$ cat src/rtl/sync_conditioner.sv
// sync_conditioner: per-channel sync synchroniser, activity/polarity detection and lock qualification
module sync_conditioner #(
  parameter int NUM_CH       = 2,
  parameter int SYNC_STAGES  = 2,
  parameter int WINDOW_LOG2  = 16,
  parameter int LOSS_TIMEOUT = 262143,
  parameter int LOCK_COUNT   = 2
) (
  input  logic              clk_50mhz_in,
  input  logic              reset,
  input  logic [NUM_CH-1:0] sync_in,
  input  logic              force_internal,
  output logic [NUM_CH-1:0] sync_out,
  output logic [NUM_CH-1:0] sync_x_out,
  output logic [NUM_CH-1:0] polarity_out,
  output logic [NUM_CH-1:0] locked_out,
  output logic [NUM_CH-1:0] signal_present_out
);
  localparam int AW = $clog2(LOSS_TIMEOUT + 1);
  localparam int HW = WINDOW_LOG2 + 1;
  localparam logic [AW-1:0] LT = AW'(LOSS_TIMEOUT);
  localparam logic [HW-1:0] HALF = HW'(1) << (WINDOW_LOG2 - 1);
  localparam logic [3:0] LC = 4'(LOCK_COUNT);
  typedef enum logic [1:0] {NOSIG, ACQUIRE, LOCKED} state_t;
  logic [WINDOW_LOG2-1:0] win_cnt;
  logic win_end;
  assign win_end = &win_cnt;
  assign sync_x_out = ~sync_out;
  // shared free-running measurement window
  always_ff @(posedge clk_50mhz_in)
    win_cnt <= reset ? '0 : win_cnt + 1'b1;
  for (genvar i = 0; i < NUM_CH; i++) begin : g_ch
    logic [SYNC_STAGES-1:0] sr;
    logic [AW-1:0] act_cnt, act_n;
    logic [HW-1:0] high_cnt, full;
    logic [3:0] agree, agree_n;
    logic s, tog, present, cand, cand_n, prev, prev_n, discard, discard_n, pol, pol_n, so, lock;
    state_t state, state_n;
    assign s = sr[SYNC_STAGES-1];
    assign tog = sr[SYNC_STAGES-1] ^ sr[SYNC_STAGES-2];
    assign act_n = tog ? '0 : (act_cnt == LT) ? LT : act_cnt + 1'b1;
    assign full = high_cnt + HW'(s);
    assign cand_n = (full < HALF) ? 1'b1 : (full > HALF) ? 1'b0 : cand;
    // synchroniser, activity timeout (absent until a first edge), window high count, output mux
    always_ff @(posedge clk_50mhz_in) begin
      if (reset) begin
        sr       <= '0;
        act_cnt  <= LT;
        present  <= 1'b0;
        high_cnt <= '0;
        cand     <= 1'b0;
        so       <= 1'b0;
      end else begin
        sr       <= {sr[SYNC_STAGES-2:0], sync_in[i]};
        act_cnt  <= act_n;
        present  <= act_n < LT;
        high_cnt <= win_end ? '0 : full;
        cand     <= win_end ? cand_n : cand;
        so       <= (force_internal | ~pol) ? ~s : s;
      end
    end
    // lock state register with its qualification bookkeeping
    always_ff @(posedge clk_50mhz_in) begin
      if (reset) begin
        state   <= NOSIG;
        agree   <= '0;
        prev    <= 1'b0;
        discard <= 1'b0;
        pol     <= 1'b0;
      end else begin
        state   <= state_n;
        agree   <= agree_n;
        prev    <= prev_n;
        discard <= discard_n;
        pol     <= pol_n;
      end
    end
    // next state: signal loss wins over any window decision
    always_comb begin
      state_n   = state;
      agree_n   = agree;
      prev_n    = prev;
      discard_n = discard;
      pol_n     = pol;
      if (!present) begin
        state_n = NOSIG;
        agree_n = '0;
        pol_n   = 1'b0;
      end else if (state == NOSIG) begin
        state_n   = ACQUIRE;
        agree_n   = '0;
        discard_n = 1'b1;
      end else if (win_end && state == ACQUIRE && discard) begin
        discard_n = 1'b0;
      end else if (win_end && state == ACQUIRE) begin
        agree_n = (cand_n == prev) ? agree + 4'd1 : 4'd1;
        prev_n  = cand_n;
        state_n = (agree_n == LC) ? LOCKED : ACQUIRE;
        pol_n   = (agree_n == LC) ? cand_n : pol;
      end else if (win_end && state == LOCKED && cand_n != pol) begin
        state_n   = ACQUIRE;
        agree_n   = 4'd1;
        prev_n    = cand_n;
        discard_n = 1'b0;
      end
    end
    // outputs decoded from state
    always_comb lock = (state == LOCKED);
    assign sync_out[i]           = so;
    assign polarity_out[i]       = pol;
    assign locked_out[i]         = lock;
    assign signal_present_out[i] = present;
  end
endmodule

$ cat config.mk
export PLATFORM = sky130hd
export DESIGN_NAME = sync_conditioner
export DESIGN_NICKNAME = d
export VERILOG_FILES = /design/src/rtl/sync_conditioner.sv
export SDC_FILE = /design/constraint.sdc
export NUM_CORES = 1
export LEC_CHECK = 0
export CAP_MARGIN = 10
export CORE_MARGIN = 2
export CORE_UTILIZATION = 50
export CTS_BUF_LIST = sky130_fd_sc_hd__clkbuf_2 sky130_fd_sc_hd__clkbuf_4 sky130_fd_sc_hd__clkbuf_8
export CTS_CLUSTER_DIAMETER = 120
export CTS_CLUSTER_SIZE = 16
export DETAILED_ROUTE_END_ITERATION = 7
export PLACE_DENSITY = 0.72
export SLEW_MARGIN = 0
export SYNTH_ARGS = -nofsm -noshare
export SYNTH_HDL_FRONTEND = slang
export SYNTH_SLANG_ARGS = --single-unit
$ cat constraint.sdc
create_clock -name clk_50mhz_in -period 3.05 [get_ports clk_50mhz_in]
set_input_delay 0.61 -clock clk_50mhz_in [delete_from_list [all_inputs] [get_ports clk_50mhz_in]]
set_output_delay 0.61 -clock clk_50mhz_in [all_outputs]
set_load 0.03 [all_outputs]
==> impl_metrics.yaml <==
status:
  status: "complete, no violations"
sta:
  period_minus_slack_ns: 2.91
  report.final.setup_viol: 0
  timing.fmax_mhz: 344
  finalCritPeriodShare_pct: 95.4
  report.final.hold_viol_count: 0
  tightest_slew_ns: 0.876
  final.setup_skew_ns: 0.0105
  max_slew_margin_pct: 41.4
  timing.final.max_slew_violations: 0
floorplan:
  die-height_um: 114
  start_util_pct: 50.7
  die-width_um: 114
  fp.dieArea_mm2: 0.0130
  pin_count: 15
  floorplan.rows: 40
  floorplan.core_area_mm2: 0.0119
detailed_routing:
  wl_per_cell_um: 13.8
  top_layer: "met4"
  dr.pass1.iters: 5
  first_iter_violations: 321
  drc: 0
  wl_met1_um: 5740
  met3_length_um: 510
  routed_via_density: 5.65
  route.antenna.remaining_nets: 0
  route.vias.total: 5109
  wl_met2_um: 5970
  totalWireLength_um: 12400
final_layout:
  multiInputGateArea_mm2: 0.00357
  final_cell_mix: "sky130_fd_sc_hd__dfxtp_1 (114), sky130_fd_sc_hd__nor2_1 (84), sky130_fd_sc_hd__nand2_1 (74)"
  most_common_cell_after_layout_fill_and_taps_aside: "sky130_fd_sc_hd__dfxtp_1"
  instances_no_fill: 904
  final_layout_size_suffix_gt1_share_pct: 11.9
  n_antenna_cell: 0
  final_design_area_no_fill_mm2: 0.00684
  filler_cell_count: 1073
  area_growth_pct: 13.3
  finish.net_count: 758
  area.sequential_mm2: 0.00228
power_and_ir_drop:
  power.switching_fraction_pct: 24.3
  power.sequential.fraction_pct: 45.1
  power.net_switching_mw: 0.887
  share_of_total_power_in_the_clock_network_pct: 43.9
  p_comb_share_pct: 11.0
  vdd_drop_max_v: 0.000377
  power.static_leakage_nw: 2.64
  internal_power_mw: 2.77
  power-per-cell-area_mw_per_mm2: 535
critical_path:
  worst-setup-path-type: "reg -> reg"
  crit_path_max_fanout: 7
  worst-endpoint-required_ns: 3.43
  r2r_setup_slack_ns: 0.14
  rr_worst_depth: 10
  cp-start-kind: "flop"
  worstReg2RegStart: "g_ch[0].sr[1]"
  reg2reg_to: "g_ch[0].prev"
  cp-end-kind: "flop"
  worst_ep_arrival_time_ns: 3.29
clocking:
  clock_tree.htree_level_count: 4
  clock_tree.root_cell: "sky130_fd_sc_hd__clkbuf_8"
  cts_made_buffers: 17
  max-clock-path-buffers: 2
  cts_tree: "done"
  clk-insertion-delay-late_ns: 0.44
  cts_hold_buf: 0
  clkTransAtPathRegs_ns: 0.07
  tritoncts_sink_count: 114
logic_synthesis:
  synth_compound_gate_area_share_pct: 14.3
  yosys.area.top_type: "sky130_fd_sc_hd__dfxtp_1"
  synth_async_sr_flop_share_pct: 0
  share_of_the_synthesized_area_in_the_top_cell_type_pct: 37.8
  combinational_family_with_the_most_area_after_synthesis: "simple AND/OR/NAND/NOR gates"
  synth_seq_area_share_pct: 37.8
  post_synth_inst_count: 734
  synth_fp_nets: 748
  most_area_consuming_cells_after_synthesis: "sky130_fd_sc_hd__dfxtp_1 (38%), sky130_fd_sc_hd__xnor2_1 (5.8%), sky130_fd_sc_hd__xor2_1 (5.5%)"
  ys_seq_elements: 114
  xor_xnor_share_of_the_synthesized_area_pct: 11.3
  synthAdderAreaFrac_pct: 1.87
  synthesis.area_mm2: 0.00603
  synth_edf_count: 0
  avgSynthCellArea_um2: 8.22
  post_synth_mux_area_share_pct: 0.581
  yosysWarningCount: 0
  synth.distinct_cells: 67
  synth_flop_cell: "sky130_fd_sc_hd__dfxtp_1"
  yosys.area_share.simple_pct: 29.9
placed_design:
  numPortBuffers: 14
  dp.final_hpwl_um: 8690
  postPlaceCellArea_mm2: 0.00629
  dpl.cell_count: 871
  finalWeightedCongestion: 0.885
grt:
  grt_overflow_total: 0
  grt_pass1_wl_um: 21400
  grt_util_all_layers_pct: 20.2
  initial_antenna_violation_count: 0
  first_global_vias: 4741
  maximum_number_of_pins_on_one_net_before_global_route_repair: 34
worst_hold_path:
  hold-path-cell-count: 1
  hold-path-endpoint: "win_cnt[0]"
  path_type_of_the_worst_min_delay_path: "reg -> reg"
  hp-start: "win_cnt[0]"
flow_run:
  drv.max_cap_violation_count: 0
[worst max path at each step]
stage                     cells after the start               end     startpoint
after detailed placement                     10  g_ch[1].state[0]  g_ch[1].sr[1]
final                                        10      g_ch[0].prev  g_ch[0].sr[1]
after global routing                         10  g_ch[0].state[1]  g_ch[0].sr[1]
after CTS                                    10  g_ch[1].state[0]  g_ch[1].sr[1]
after global placement                       10  g_ch[1].state[0]  g_ch[1].sr[1]
after floorplan                              11      g_ch[0].prev  g_ch[0].sr[1]
[area by class of cell]
class / instances / share of cell area, %
multi-input cells: 562 / 52.2
inverters: 17 / 0.933
repair buffers: 32 / 4.03
well taps: 147 / 2.69
clock buffers: 24 / 4.56
flip-flops and latches: 114 / 33.4
clock inverters: 8 / 2.18
[synth_stat cells (5+ instances only)]
cell	instances
sky130_fd_sc_hd__dfxtp_1	114
sky130_fd_sc_hd__nor2_1	84
sky130_fd_sc_hd__nand2_1	74
sky130_fd_sc_hd__xnor2_1	40
sky130_fd_sc_hd__nand3_1	39
sky130_fd_sc_hd__xor2_1	38
sky130_fd_sc_hd__a21o_1	25
sky130_fd_sc_hd__a21oi_1	25
sky130_fd_sc_hd__clkbuf_1	25
sky130_fd_sc_hd__nand4_1	21
sky130_fd_sc_hd__o21ai_0	21
sky130_fd_sc_hd__and3_1	20
sky130_fd_sc_hd__inv_1	17
sky130_fd_sc_hd__nor3_1	16
sky130_fd_sc_hd__nor4_1	12
sky130_fd_sc_hd__and2_1	11
sky130_fd_sc_hd__or2_2	11
sky130_fd_sc_hd__or3_1	11
sky130_fd_sc_hd__nand2b_1	10
sky130_fd_sc_hd__ha_1	9
sky130_fd_sc_hd__buf_4	8
sky130_fd_sc_hd__and4_1	7
sky130_fd_sc_hd__nor2b_1	7
sky130_fd_sc_hd__a31oi_1	6
sky130_fd_sc_hd__a31o_2	5
sky130_fd_sc_hd__nor3b_1	5
[stage by stage]
stage | util, % | setup WS (ns) | power, mW | hold slack, ns | TNS (ns)
2_1_floorplan | - | 0.127 | 1.99 | 0.418 | 0
3_3_place_gp | 52.8 | 0.178 | 2.07 | 0.426 | 0
3_5_place_dp | 52.8 | 0.0607 | 2.08 | 0.437 | 0
4_1_cts | 56.7 | 0.0239 | 3.69 | 0.451 | 0
5_1_grt | 57.4 | -0.00443 | 3.83 | 0.483 | -0.00610
6_report | 57.4 | 0.141 | 3.66 | 0.446 | 0
[metal layers]
layer | vias up | global-route usage (%)
li1 | 2601 | -
met1 | 2398 | 25.4
met2 | 88 | 33.3
met3 | 22 | 5.26
met4 | 0 | 7.64
met5 | - | 0
[cell families after synthesis]
family | after synthesis
fa+ha+maj | 9
buf+inv | 58
simple gates | 347
compound gates | 125
mux | 3
flops | 114
xor+xnor | 78
[worst max-delay path, stage by stage, from the launching register on]
cell	delay (ns)
sky130_fd_sc_hd__dfxtp_1	0.35
sky130_fd_sc_hd__ha_2	0.22
sky130_fd_sc_hd__ha_2	0.21
sky130_fd_sc_hd__inv_1	0.07
sky130_fd_sc_hd__or4_4	0.59
sky130_fd_sc_hd__mux2_4	0.34
sky130_fd_sc_hd__o22ai_4	0.17
sky130_fd_sc_hd__nand3_1	0.10
sky130_fd_sc_hd__a221o_2	0.42
sky130_fd_sc_hd__a211oi_1	0.26
sky130_fd_sc_hd__a41o_1	0.12
[state kept, by name, indices dropped and copies added, names as in the netlist]
name	flops
g_ch.act_cnt	36
g_ch.agree	8
g_ch.cand	2
g_ch.discard	2
g_ch.high_cnt	34
g_ch.pol	2
g_ch.present	2
g_ch.prev	2
g_ch.so	2
g_ch.sr	4
g_ch.state	4
win_cnt	16
[repair_timing]
item,CTS,global route
buffers inserted,0,1
setup endpoints to repair,0,15
gates resized for setup,0,14
endpoints found under the hold margin,0,0
[power by group through the flow]
stage / logic [mW] / clock network [mW] / registers, mW
6_report: 0.403 / 1.61 / 1.65
5_1_grt: 0.459 / 1.71 / 1.66
4_1_cts: 0.406 / 1.64 / 1.65
3_5_place_dp: 0.401 / 0 / 1.68
3_3_place_gp: 0.392 / 0 / 1.67
2_1_floorplan: 0.330 / 0 / 1.66
Power figures use the tool's default switching activity.
